**config.mk**
```make
export PLATFORM = sky130hd
export DESIGN_NAME = uart_prog_loader_flat
export DESIGN_NICKNAME = d
export VERILOG_FILES = /design/src/rtl/uart_prog_loader_pkg.sv /design/src/rtl/uart_prog_loader_if.sv /design/src/rtl/uart_prog_loader_uart_rx.sv /design/src/rtl/uart_prog_loader.sv /design/src/flat_wrapper.sv
export SDC_FILE = /design/constraint.sdc
export NUM_CORES = 1
export LEC_CHECK = 0
export ABC_AREA = 1
export BUFFER_PORTS_ARGS = -buffer_cell sky130_fd_sc_hd__buf_2
export CORE_MARGIN = 2
export CORE_UTILIZATION = 23
export DETAILED_ROUTE_END_ITERATION = 8
export PLACE_DENSITY = 0.41
export SYNTH_ARGS = -nofsm -noshare
export SYNTH_HDL_FRONTEND = slang
export SYNTH_SLANG_ARGS = --single-unit
```
**constraint.sdc**
```tcl
create_clock -name clk -period 4.7 [get_ports clk]
set_input_delay 0.47 -clock clk [delete_from_list [all_inputs] [get_ports clk]]
set_output_delay 0.47 -clock clk [all_outputs]
set_load 0.05 [all_outputs]
```
**src/rtl/uart_prog_loader_pkg.sv**
```systemverilog
// Shared types and constants for the UART program loader: loader/receiver
// state encodings, instruction and ROM address widths, default frame marker.
package uart_prog_loader_pkg;

    localparam int         INSTR_W       = 24;
    localparam int         ADDR_W        = 8;
    localparam logic [7:0] SYNC_BYTE_DEF = 8'hA5;

    typedef enum logic [2:0] {
        ST_IDLE   = 3'd0,
        ST_LEN    = 3'd1,
        ST_DATA   = 3'd2,
        ST_CSUM   = 3'd3,
        ST_FINISH = 3'd4
    } ld_state_t;

    typedef enum logic [1:0] {
        RX_IDLE  = 2'd0,
        RX_START = 2'd1,
        RX_DATA  = 2'd2,
        RX_STOP  = 2'd3
    } rx_state_t;

endpackage

```
**src/rtl/uart_prog_loader_if.sv**
```systemverilog
// ROM write port of the program loader. The loader is master; the ROM is slave.
// prog_w_enable is a single-cycle strobe with no back-pressure: the ROM must
// accept addr/data in the cycle it is high. Addr/data only change in that cycle.
interface uart_prog_loader_if;
    import uart_prog_loader_pkg::*;

    logic               prog_w_enable;
    logic [ADDR_W-1:0]  prog_w_addr;
    logic [INSTR_W-1:0] prog_w_data;

    modport master (
        output prog_w_enable,
        output prog_w_addr,
        output prog_w_data
    );

    modport slave (
        input prog_w_enable,
        input prog_w_addr,
        input prog_w_data
    );
endinterface

```
**src/rtl/uart_prog_loader_uart_rx.sv**
```systemverilog
// 8N1 UART receiver: 2-flop synchronizer, mid-bit sampling, one-cycle
// byte_valid on a good stop bit, one-cycle frame_err on a bad one.
module uart_prog_loader_uart_rx
    import uart_prog_loader_pkg::*;
#(
    parameter int DIV = 234
) (
    input  logic       clk,
    input  logic       rst,
    input  logic       i_rx,
    output logic       o_byte_valid,
    output logic [7:0] o_byte_data,
    output logic       o_frame_err,
    output rx_state_t  o_dbg_state
);

    localparam int             CW      = (DIV > 2) ? $clog2(DIV) : 2;
    localparam logic [CW-1:0]  HALF_M1 = CW'(DIV / 2 - 1);
    localparam logic [CW-1:0]  DIV_M1  = CW'(DIV - 1);

    logic          r_sync1;
    logic          r_sync2;
    logic          r_prev;
    logic [CW-1:0] r_cnt;
    logic [2:0]    r_bit;
    logic [7:0]    r_shift;
    rx_state_t     r_state;

    always_ff @(posedge clk or negedge rst) begin
        if (!rst) begin
            r_sync1      <= 1'b1;
            r_sync2      <= 1'b1;
            r_prev       <= 1'b1;
            r_cnt        <= '0;
            r_bit        <= '0;
            r_shift      <= '0;
            r_state      <= RX_IDLE;
            o_byte_valid <= 1'b0;
            o_byte_data  <= '0;
            o_frame_err  <= 1'b0;
        end else begin
            r_sync1      <= i_rx;
            r_sync2      <= r_sync1;
            r_prev       <= r_sync2;
            o_byte_valid <= 1'b0;
            o_frame_err  <= 1'b0;
            case (r_state)
                // Only a true high-to-low edge starts a frame, so a line left
                // low after a bad stop bit does not retrigger.
                RX_IDLE: begin
                    if (!r_sync2 && r_prev) begin
                        r_cnt   <= '0;
                        r_state <= RX_START;
                    end
                end
                RX_START: begin
                    if (r_cnt == HALF_M1) begin
                        r_cnt <= '0;
                        r_bit <= '0;
                        r_state <= r_sync2 ? RX_IDLE : RX_DATA;
                    end else begin
                        r_cnt <= r_cnt + 1'b1;
                    end
                end
                RX_DATA: begin
                    if (r_cnt == DIV_M1) begin
                        r_cnt   <= '0;
                        r_shift <= {r_sync2, r_shift[7:1]};
                        if (r_bit == 3'd7) begin
                            r_state <= RX_STOP;
                        end else begin
                            r_bit <= r_bit + 1'b1;
                        end
                    end else begin
                        r_cnt <= r_cnt + 1'b1;
                    end
                end
                RX_STOP: begin
                    if (r_cnt == DIV_M1) begin
                        r_cnt   <= '0;
                        r_state <= RX_IDLE;
                        if (r_sync2) begin
                            o_byte_valid <= 1'b1;
                            o_byte_data  <= r_shift;
                        end else begin
                            o_frame_err <= 1'b1;
                        end
                    end else begin
                        r_cnt <= r_cnt + 1'b1;
                    end
                end
                default: r_state <= RX_IDLE;
            endcase
        end
    end

    assign o_dbg_state = r_state;

endmodule

```
**src/rtl/uart_prog_loader.sv**
```systemverilog
// Boot loader: receives SYNC, LEN, 3-byte words (and a checksum byte when
// LOADER_CHECKSUM_EN is defined) over UART and writes them into the ROM.
module uart_prog_loader
    import uart_prog_loader_pkg::*;
#(
    parameter int         CLK_HZ     = 27000000,
    parameter int         BAUD       = 115200,
    parameter int         TIMEOUT_MS = 100,
    parameter logic [7:0] SYNC_BYTE  = SYNC_BYTE_DEF
) (
    input  logic                clk,
    input  logic                rst,
    input  logic                rx,
    uart_prog_loader_if.master  prog,
    output logic                cpu_hold,
    output logic                loading,
    output logic                done,
    output logic                error,
    output ld_state_t           dbg_state,
    output rx_state_t           dbg_rx_state
);

    localparam int            DIV     = CLK_HZ / BAUD;
    localparam int            TO_CYC  = CLK_HZ / 1000 * TIMEOUT_MS;
    localparam int            TW      = $clog2(TO_CYC + 1);
    localparam logic [TW-1:0] TO_LAST = TW'(TO_CYC - 1);

    logic               w_byte_valid;
    logic [7:0]         w_byte_data;
    logic               w_frame_err;
    logic               w_in_frame;
    logic               w_abort;

    ld_state_t          r_state;
    logic [ADDR_W-1:0]  r_addr;
    logic [8:0]         r_words_left;
    logic [1:0]         r_byte_cnt;
    logic [15:0]        r_word_lo;
    logic [TW-1:0]      r_timer;
    logic               r_we;
    logic [ADDR_W-1:0]  r_w_addr;
    logic [INSTR_W-1:0] r_w_data;
    logic               r_cpu_hold;
    logic               r_loading;
    logic               r_done;
    logic               r_error;
`ifdef LOADER_CHECKSUM_EN
    logic [7:0]         r_csum;
`endif

    uart_prog_loader_uart_rx #(.DIV(DIV)) u_rx (
        .clk          (clk),
        .rst          (rst),
        .i_rx         (rx),
        .o_byte_valid (w_byte_valid),
        .o_byte_data  (w_byte_data),
        .o_frame_err  (w_frame_err),
        .o_dbg_state  (dbg_rx_state)
    );

    assign w_in_frame = (r_state == ST_LEN) || (r_state == ST_DATA) || (r_state == ST_CSUM);
    assign w_abort    = w_in_frame && (w_frame_err || (!w_byte_valid && r_timer == TO_LAST));

    always_ff @(posedge clk or negedge rst) begin
        if (!rst) begin
            r_state      <= ST_IDLE;
            r_addr       <= '0;
            r_words_left <= '0;
            r_byte_cnt   <= '0;
            r_word_lo    <= '0;
            r_timer      <= '0;
            r_we         <= 1'b0;
            r_w_addr     <= '0;
            r_w_data     <= '0;
            r_cpu_hold   <= 1'b0;
            r_loading    <= 1'b0;
            r_done       <= 1'b0;
            r_error      <= 1'b0;
`ifdef LOADER_CHECKSUM_EN
            r_csum       <= '0;
`endif
        end else begin
            r_we   <= 1'b0;
            r_done <= 1'b0;
            // Inter-byte gap counter; only meaningful while a frame is open.
            if (!w_in_frame || w_byte_valid) begin
                r_timer <= '0;
            end else begin
                r_timer <= r_timer + 1'b1;
            end

            // cpu_hold is deliberately left high so a partial image never runs.
            if (w_abort) begin
                r_error   <= 1'b1;
                r_loading <= 1'b0;
                r_state   <= ST_IDLE;
            end else begin
                case (r_state)
                    ST_IDLE: begin
                        if (w_byte_valid && w_byte_data == SYNC_BYTE) begin
                            r_loading  <= 1'b1;
                            r_cpu_hold <= 1'b1;
                            r_error    <= 1'b0;
                            r_addr     <= '0;
                            r_byte_cnt <= '0;
`ifdef LOADER_CHECKSUM_EN
                            r_csum     <= '0;
`endif
                            r_state    <= ST_LEN;
                        end
                    end
                    ST_LEN: begin
                        if (w_byte_valid) begin
                            r_words_left <= (w_byte_data == 8'd0) ? 9'd256 : {1'b0, w_byte_data};
                            r_byte_cnt   <= '0;
                            r_state      <= ST_DATA;
                        end
                    end
                    ST_DATA: begin
                        if (w_byte_valid) begin
                            r_word_lo <= {r_word_lo[7:0], w_byte_data};
`ifdef LOADER_CHECKSUM_EN
                            r_csum    <= r_csum ^ w_byte_data;
`endif
                            if (r_byte_cnt == 2'd2) begin
                                r_byte_cnt   <= '0;
                                r_we         <= 1'b1;
                                r_w_addr     <= r_addr;
                                r_w_data     <= {r_word_lo, w_byte_data};
                                r_addr       <= r_addr + 1'b1;
                                r_words_left <= r_words_left - 9'd1;
                                if (r_words_left == 9'd1) begin
`ifdef LOADER_CHECKSUM_EN
                                    r_state <= ST_CSUM;
`else
                                    r_state <= ST_FINISH;
`endif
                                end
                            end else begin
                                r_byte_cnt <= r_byte_cnt + 1'b1;
                            end
                        end
                    end
`ifdef LOADER_CHECKSUM_EN
                    ST_CSUM: begin
                        if (w_byte_valid) begin
                            if (w_byte_data == r_csum) begin
                                r_state <= ST_FINISH;
                            end else begin
                                r_error   <= 1'b1;
                                r_loading <= 1'b0;
                                r_state   <= ST_IDLE;
                            end
                        end
                    end
`endif
                    ST_FINISH: begin
                        r_done     <= 1'b1;
                        r_loading  <= 1'b0;
                        r_cpu_hold <= 1'b0;
                        r_state    <= ST_IDLE;
                    end
                    default: r_state <= ST_IDLE;
                endcase
            end
        end
    end

    assign prog.prog_w_enable = r_we;
    assign prog.prog_w_addr   = r_w_addr;
    assign prog.prog_w_data   = r_w_data;
    assign cpu_hold           = r_cpu_hold;
    assign loading            = r_loading;
    assign done               = r_done;
    assign error              = r_error;
    assign dbg_state          = r_state;

endmodule
```
**src/flat_wrapper.sv**
```systemverilog
// flat-port wrapper written by rule: the top's interface ports become plain ports
module uart_prog_loader_flat import uart_prog_loader_pkg::*;
#(
    parameter int         CLK_HZ     = 27000000,
    parameter int         BAUD       = 115200,
    parameter int         TIMEOUT_MS = 100,
    parameter logic [7:0] SYNC_BYTE  = SYNC_BYTE_DEF
)
  (clk, rst, rx, cpu_hold, loading, done, error, dbg_state, dbg_rx_state, prog_prog_w_enable, prog_prog_w_addr, prog_prog_w_data);
  uart_prog_loader_if prog_i ();
  input  logic clk;
  input  logic rst;
  input  logic rx;
  output logic cpu_hold;
  output logic loading;
  output logic done;
  output logic error;
  output ld_state_t dbg_state;
  output rx_state_t dbg_rx_state;
  output wire logic [$bits(prog_i.prog_w_enable)-1:0] prog_prog_w_enable;
  output wire logic [$bits(prog_i.prog_w_addr)-1:0] prog_prog_w_addr;
  output wire logic [$bits(prog_i.prog_w_data)-1:0] prog_prog_w_data;
  assign prog_prog_w_enable = prog_i.prog_w_enable;
  assign prog_prog_w_addr = prog_i.prog_w_addr;
  assign prog_prog_w_data = prog_i.prog_w_data;
  uart_prog_loader #(.CLK_HZ(CLK_HZ), .BAUD(BAUD), .TIMEOUT_MS(TIMEOUT_MS), .SYNC_BYTE(SYNC_BYTE)) u_core (.clk(clk), .rst(rst), .rx(rx), .prog(prog_i), .cpu_hold(cpu_hold), .loading(loading), .done(done), .error(error), .dbg_state(dbg_state), .dbg_rx_state(dbg_rx_state));
endmodule
```
# Word-level counts from Yosys, hierarchy flattened
# Cells that the tools add are included.
# totals
register_bits,131
inputBits,3
output_inout_bits,42
word_cells,150
# op_classes
add_sub_neg,6
n_eq_ne,29
mux,55
bitwise,1
n_reduce_logical,36
# ops
operator,n
8-bit 2-to-1 mux,6
9-bit 2-to-1 mux,4
3-bit 2-to-1 mux,9
5-bit AND reduction,5
8-bit one-hot mux with 3 select lines,1
22-bit by 1-bit adder with 22-bit output (second input constant),1
22-bit equality test (second input constant),1
22-bit 2-to-1 mux,1
2-bit 2-to-1 mux,10
2-bit != test (second input constant),9
9-bit one-hot mux with 2 select lines,1
1-bit 2-to-1 mux,17
8-bit by 1-bit adder with 8-bit output (second input constant),2
8-bit equality test (second input constant),2
8-bit one-hot mux with 2 select lines,1
3-bit by 2-bit != test with 1-bit output (second input constant),4
2-bit nonzero test,6
9-bit by 1-bit equality test with 1-bit output (second input constant),1
3-bit one-hot mux with 3 select lines,1
3-bit AND reduction,3
9-bit by 1-bit subtractor with 9-bit output (second input constant),1
8-bit by 7-bit equality test with 1-bit output (second input constant),1
8-bit logical NOT,1
2-bit one-hot mux with 4 select lines,1
other kinds (22),38

# Longest topological paths before layout
# logic_depth
ltp_word,6
ltp_mapped,12
ltp_nobuf,12

# Modules after synthesis
# From an unflattened synthesis, not the netlist that was laid out.
# hier_totals
cells_unflattened,721
area_unflattened_um2,6307.3
# by_module_without_submodules
mod,instances,cells_each,area_each_um2,seq_area_each_um2
uart_prog_loader,1,539,4654.5,2427.3
uart_prog_loader_uart_rx,1,182,1652.8,854.6

# Worst setup path after synthesis
# OpenSTA, ideal clock, no wires.
# synth_timing
path_type,reg2reg
start,"register u_core.r_state[0], in the netlist u_core.dbg_state[0]"
end,register u_core.r_addr[5]
setup_time_ns,0.118
arrival_ns,1.690
required_ns,4.582
path_slack_ns,2.893
stages_incl_launch_ff,12
period_less_slack_ns,1.807
path_cell_list,dfrtp_1 -> inv_1 -> nand3_4 -> inv_4 -> buf_6 -> o21ai_4 -> nand2_1 -> nor2_2 -> nand2_2 -> buf_6 -> nand2_1 -> o21ai_2
# synth_via
elab_chain_cells,6
# synth_rtl
item,line_no,source
start: declaration,uart_prog_loader.sv:34,ld_state_t r_state;
start signal: assignment,uart_prog_loader.sv:66,r_state <= ST_IDLE;
start signal: assignment,uart_prog_loader.sv:96,r_state <= ST_IDLE;
start signal: assignment,uart_prog_loader.sv:109,r_state <= ST_LEN;
3-bit by 1-bit equality test with 1-bit output or 3-bit by 2-bit equality test with 1-bit output (tied branches),"uart_prog_loader.sv:61, uart_prog_loader.sv:98",
1-bit logical OR (2 in a row),uart_prog_loader.sv:61,assign w_in_frame = (r_state == ST_LEN) || (r_state == ST_DATA) || (r_state == ST_CSUM);
1-bit logical AND,uart_prog_loader.sv:62,assign w_abort = w_in_frame && (w_frame_err || (!w_byte_valid && r_timer == TO_LAST));
1-bit inverter (no source line),-,
5-bit AND reduction (no source line),-,
end signal: assignment,uart_prog_loader.sv:130,r_addr <= r_addr + 1'b1;
end: declaration,uart_prog_loader.sv:35,logic [ADDR_W-1:0] r_addr;
# Parallel ways exist; a longest one is shown, timed or not.
# A chain may end at the register's enable or synchronous reset.

# Worst setup path after layout
# layout_timing
start,"register u_core.r_state[2], in the netlist u_core.dbg_state[2]"
end,"register u_core.r_w_data[11], in the netlist u_core.prog.prog_w_data[11]"
# layout_via
elab_chain_cells,6
# layout_rtl
item,line_no,source
3-bit by 1-bit equality test with 1-bit output or 3-bit by 2-bit equality test with 1-bit output (tied branches),"uart_prog_loader.sv:61, uart_prog_loader.sv:98",
1-bit logical OR (2 in a row),uart_prog_loader.sv:61,
1-bit logical AND,uart_prog_loader.sv:62,
1-bit inverter (no source line),-,
4-bit AND reduction (no source line) *,-,
end signal: assignment,uart_prog_loader.sv:129,"r_w_data <= {r_word_lo, w_byte_data};"
end: declaration,uart_prog_loader.sv:42,logic [INSTR_W-1:0] r_w_data;
# Every way passes the cells marked *; elsewhere a longest branch is shown, timed or not.

==> flow_summary_export.csv <==
group,metric,value,unit
grt,grt_pass1_wl,24.5,mm
power_and_ir_drop,power_switching,0.760,mW
run_status,status,"finished, final reports clean",
yosys,synthTopCellsByArea,"dfrtp_1, nand2_1, o21ai_0",
setup_path,r2r_start,"u_core.dbg_state[2]$_DFFE_PN0P_",
yosys,syn_avg_cell_area,8.38,sq um
cells_and_area,drive_above_1_share,14.8,%
cts,htreeDepth,4,
timing,tightest_slew,895,ps
placed_design,preCtsSetupSlack,2040,ps
grt,grt_util_all_layers,10.9,%
floorplanning,io_pins,45,
detailed_routing,drc,0,
setup_path,r2r_end,"u_core.prog.prog_w_data[11]$_DFFE_PN0P_",
cells_and_area,final_util,27.9,%
detailed_routing,wirelength,14.3,mm
setup_path,start_kind,"register",
yosys,yosysSeqAreaShare,53.1,%
grt,grt.overflow.total,0,
cts,path_clk_slew,70,ps
power_and_ir_drop,netSwitchingFraction,27.1,%
placed_design,place_congestion,0.796,
timing,slew-limit-headroom,40.3,%
floorplanning,fp.dieH,168,um
setup_path,max_stage_delay,470,ps
timing,fmax,384,MHz
yosys,synthesis.nets,749,
grt,grt_pass1_vias,4754,
timing,slew_viol_final,0,
yosys,yosys.area.top_type,"dfrtp_1",
power_and_ir_drop,power_frac_comb,8.2,%
setup_path,startpoint,"u_core.dbg_state[2]$_DFFE_PN0P_",
setup_path,crit_fanout,47,
setup_path,path_class,"reg -> reg",
yosys,netlist_instances,737,
power_and_ir_drop,internal_power,2.04,mW
timing,setup_viol,0,
setup_path,ff2ff_setup_slack,2100,ps
cts,root_buffer,"clkbuf_16",
timing,hold_violations,0,
setup_path,required,4980,ps
power_and_ir_drop,power_leakage,3.53,nW
timing,rsz0062_at_grt,"no",
detailed_routing,final_antenna_net_count,0,
min_path,holdCritPathClass,"in -> async",
grt,grt_max_degree,95,
floorplanning,placementRows,59,
yosys,mappedNetlistArea,6180,sq um
setup_path,worstRegToRegCells,9,
placed_design,dp_hpwl,9.97,mm
detailed_routing,drt_iter0_drc,296,
timing,layout_min_cycle_time,2600,ps
cells_and_area,finalNetCount,796,
floorplanning,dieArea,28200,sq um
job,cap_viol_max_count,0,
power_and_ir_drop,power.share.sequential,42.8,%
cts,cts_buffer_depth,2,
floorplanning,core_area,26200,sq um
setup_path,path_cells,"inv_2, nand3_4, inv_4, nand3_2, nor2_2, buf_4, inv_2, nand2_1, o21ai_0",
detailed_routing,vias,4730,
cts,cts_tree,"built",
timing,fin_tns_setup,0,ps
yosys,synthDistinctLibCells,37,
detailed_routing,wire_per_inst,12.6,um
power_and_ir_drop,powerDensity,382,nW/um^2
setup_path,crit_arrival,2880,ps
timing,fin_crit_sh,55.4,%
cts,ctsHoldBuffers,0,
detailed_routing,viasPerCell,4.18,
cts,cts_buffers,17,
setup_path,cp_common_cell,"inv_2",
yosys,yosys_warnings,0,
floorplanning,die_w,168,um
cts,cts.sinks,131,
yosys,synth_top_area_share,51.9,%
cells_and_area,insertedDiodeCount,0,
timing,clock_skew,17.4,ps
cts,cts_resized,0,
setup_path,endpoint_kind,"register",
setup_path,cp_slowest_cell,"nand3_2",
power_and_ir_drop,peakVddDrop,230,uV
placed_design,portBuffers,44,
cts,clkLatencyLatePin,420,ps
power_and_ir_drop,total_power,2.80,mW
power_and_ir_drop,power.share.clock,49.0,%
timing,layout_setup_ws,2100,ps
grt,antenna_found_initial,0,
yosys,ys_seq_elements,131,
cts,cts_setup_buffers,0,
detailed_routing,dr.pass1.iters,6,
cells_and_area,area_delta_synth_final,18.6,%
floorplanning,initial_core_util,23.6,%
==> power groups by stage <==
| stage | clock network [mW] | registers (mW) | logic (mW) |
|---|---|---|---|
| after global routing | 1.46 | 1.21 | 0.272 |
| after global placement | 0 | 1.22 | 0.237 |
| after floorplan | 0 | 1.23 | 0.146 |
| after CTS | 1.42 | 1.20 | 0.236 |
| after detailed placement | 0 | 1.22 | 0.237 |
| final | 1.37 | 1.20 | 0.230 |
==> layer usage <==
metal,vias up,routed length (um),GRT usage [%]
li1,2449,-,-
met1,2209,7160,14.7
met2,62,6540,16.9
met3,10,424,2.87
met4,0,178,3.97
met5,-,0,0
==> registers in the layout, summed over array words and instances (netlist names), 2 cells and up, named ones only <==
signal / count
u_core.prog.prog_w_addr: 8
u_core.u_rx.r_bit: 3
u_core.r_word_lo: 16
u_core.r_words_left: 9
u_core.r_timer: 22
u_core.r_byte_cnt: 2
u_core.prog.prog_w_data: 24
u_core.u_rx.o_byte_data: 8
u_core.dbg_state: 3
u_core.u_rx.r_shift: 8
u_core.u_rx.r_cnt: 8
u_core.r_addr: 8
==> area by class of cell <==
| cell class | count | area (sq um) |
|---|---|---|
| Clock inverter | 14 | 168 |
| Fill cell | 2793 | 18900 |
| Clock buffer | 18 | 439 |
| Tap cell | 335 | 419 |
| Timing Repair Buffer | 46 | 241 |
| Sequential cell | 131 | 3280 |
| Multi-Input combinational cell | 506 | 2460 |
| Inverter | 82 | 310 |
==> worst max path at each step <==
stage	endpoint	cells after the start	slack [ps]
after detailed placement	u_core.prog.prog_w_data[11]$_DFFE_PN0P_	9	2040
after CTS	u_core.prog.prog_w_data[7]$_DFFE_PN0P_	9	2040
after global routing	u_core.prog.prog_w_data[12]$_DFFE_PN0P_	8	1680
after floorplan	u_core.r_addr[5]$_DFFE_PN0P_	11	2890
after global placement	u_core.prog.prog_w_data[5]$_DFFE_PN0P_	9	2120
final	u_core.prog.prog_w_data[11]$_DFFE_PN0P_	9	2100
==> synth_stat cells (all sizes together) <==
library cell  count
or2               7
xnor2             3
nor3b             1
inv              82
nand2           226
dfstp             3
nand4             6
nor3             16
and3              1
xor2             16
nor2             68
dfrtp           128
mux2i             2
a211oi            1
ha                9
a31oi             1
a21oi            18
buf              12
a2bb2oi           1
nand3            47
o22ai             5
clkbuf            6
o21ai            78
==> kinds of logic after synthesis <==
group | Yosys count | synth area share [%]
simple gates | 372 | 25.6
xor+xnor | 19 | 2.69
fa+ha+maj | 9 | 1.82
mux | 2 | 0.324
compound gates | 104 | 9.44
flops | 131 | 53.1
buf+inv | 100 | 6.99
==> stage by stage <==
step	instance area [sq um]	hold slack (ps)	instances
6_report	7320	117	1132
5_1_grt	7320	133	1132
4_1_cts	7320	131	1132
3_5_place_dp	6720	347	1100
3_3_place_gp	6720	346	1100
2_1_floorplan	6180	174	737
==> cell usage in the layout, fill, tap and decap left out, types with 3 or more instances in the layout <==
| cell | Yosys | layout |
|---|---|---|
| buf_2 | 6 | 43 |
| inv_1 | 77 | 77 |
| dfstp_2 | 3 | 3 |
| nand2_1 | 222 | 222 |
| nand2_2 | 3 | 3 |
| nand3_1 | 43 | 43 |
| o21ai_2 | 10 | 10 |
| nand3_2 | 3 | 3 |
| clkbuf_16 | 0 | 17 |
| or2_2 | 7 | 7 |
| xor2_1 | 16 | 16 |
| dfrtp_1 | 128 | 128 |
| o21ai_0 | 59 | 59 |
| nor3_1 | 14 | 14 |
| o21ai_1 | 8 | 8 |
| a21oi_1 | 18 | 18 |
| xnor2_1 | 3 | 3 |
| nor2_2 | 3 | 3 |
| nor2_1 | 64 | 64 |
| inv_2 | 4 | 4 |
| nand4_1 | 6 | 6 |
| inv_6 | 0 | 6 |
| o22ai_1 | 5 | 5 |
| ha_1 | 9 | 9 |
==> worst max-delay path, delay by kind of cell, from the launching register on <==
family / cells / cell delay, ps
AO/OA/AOI/OAI: 1 / 90
buffers and inverters: 4 / 920
flip-flops: 1 / 430
AND/OR/NAND/NOR: 4 / 980
Power figures use the tool's default switching activity.
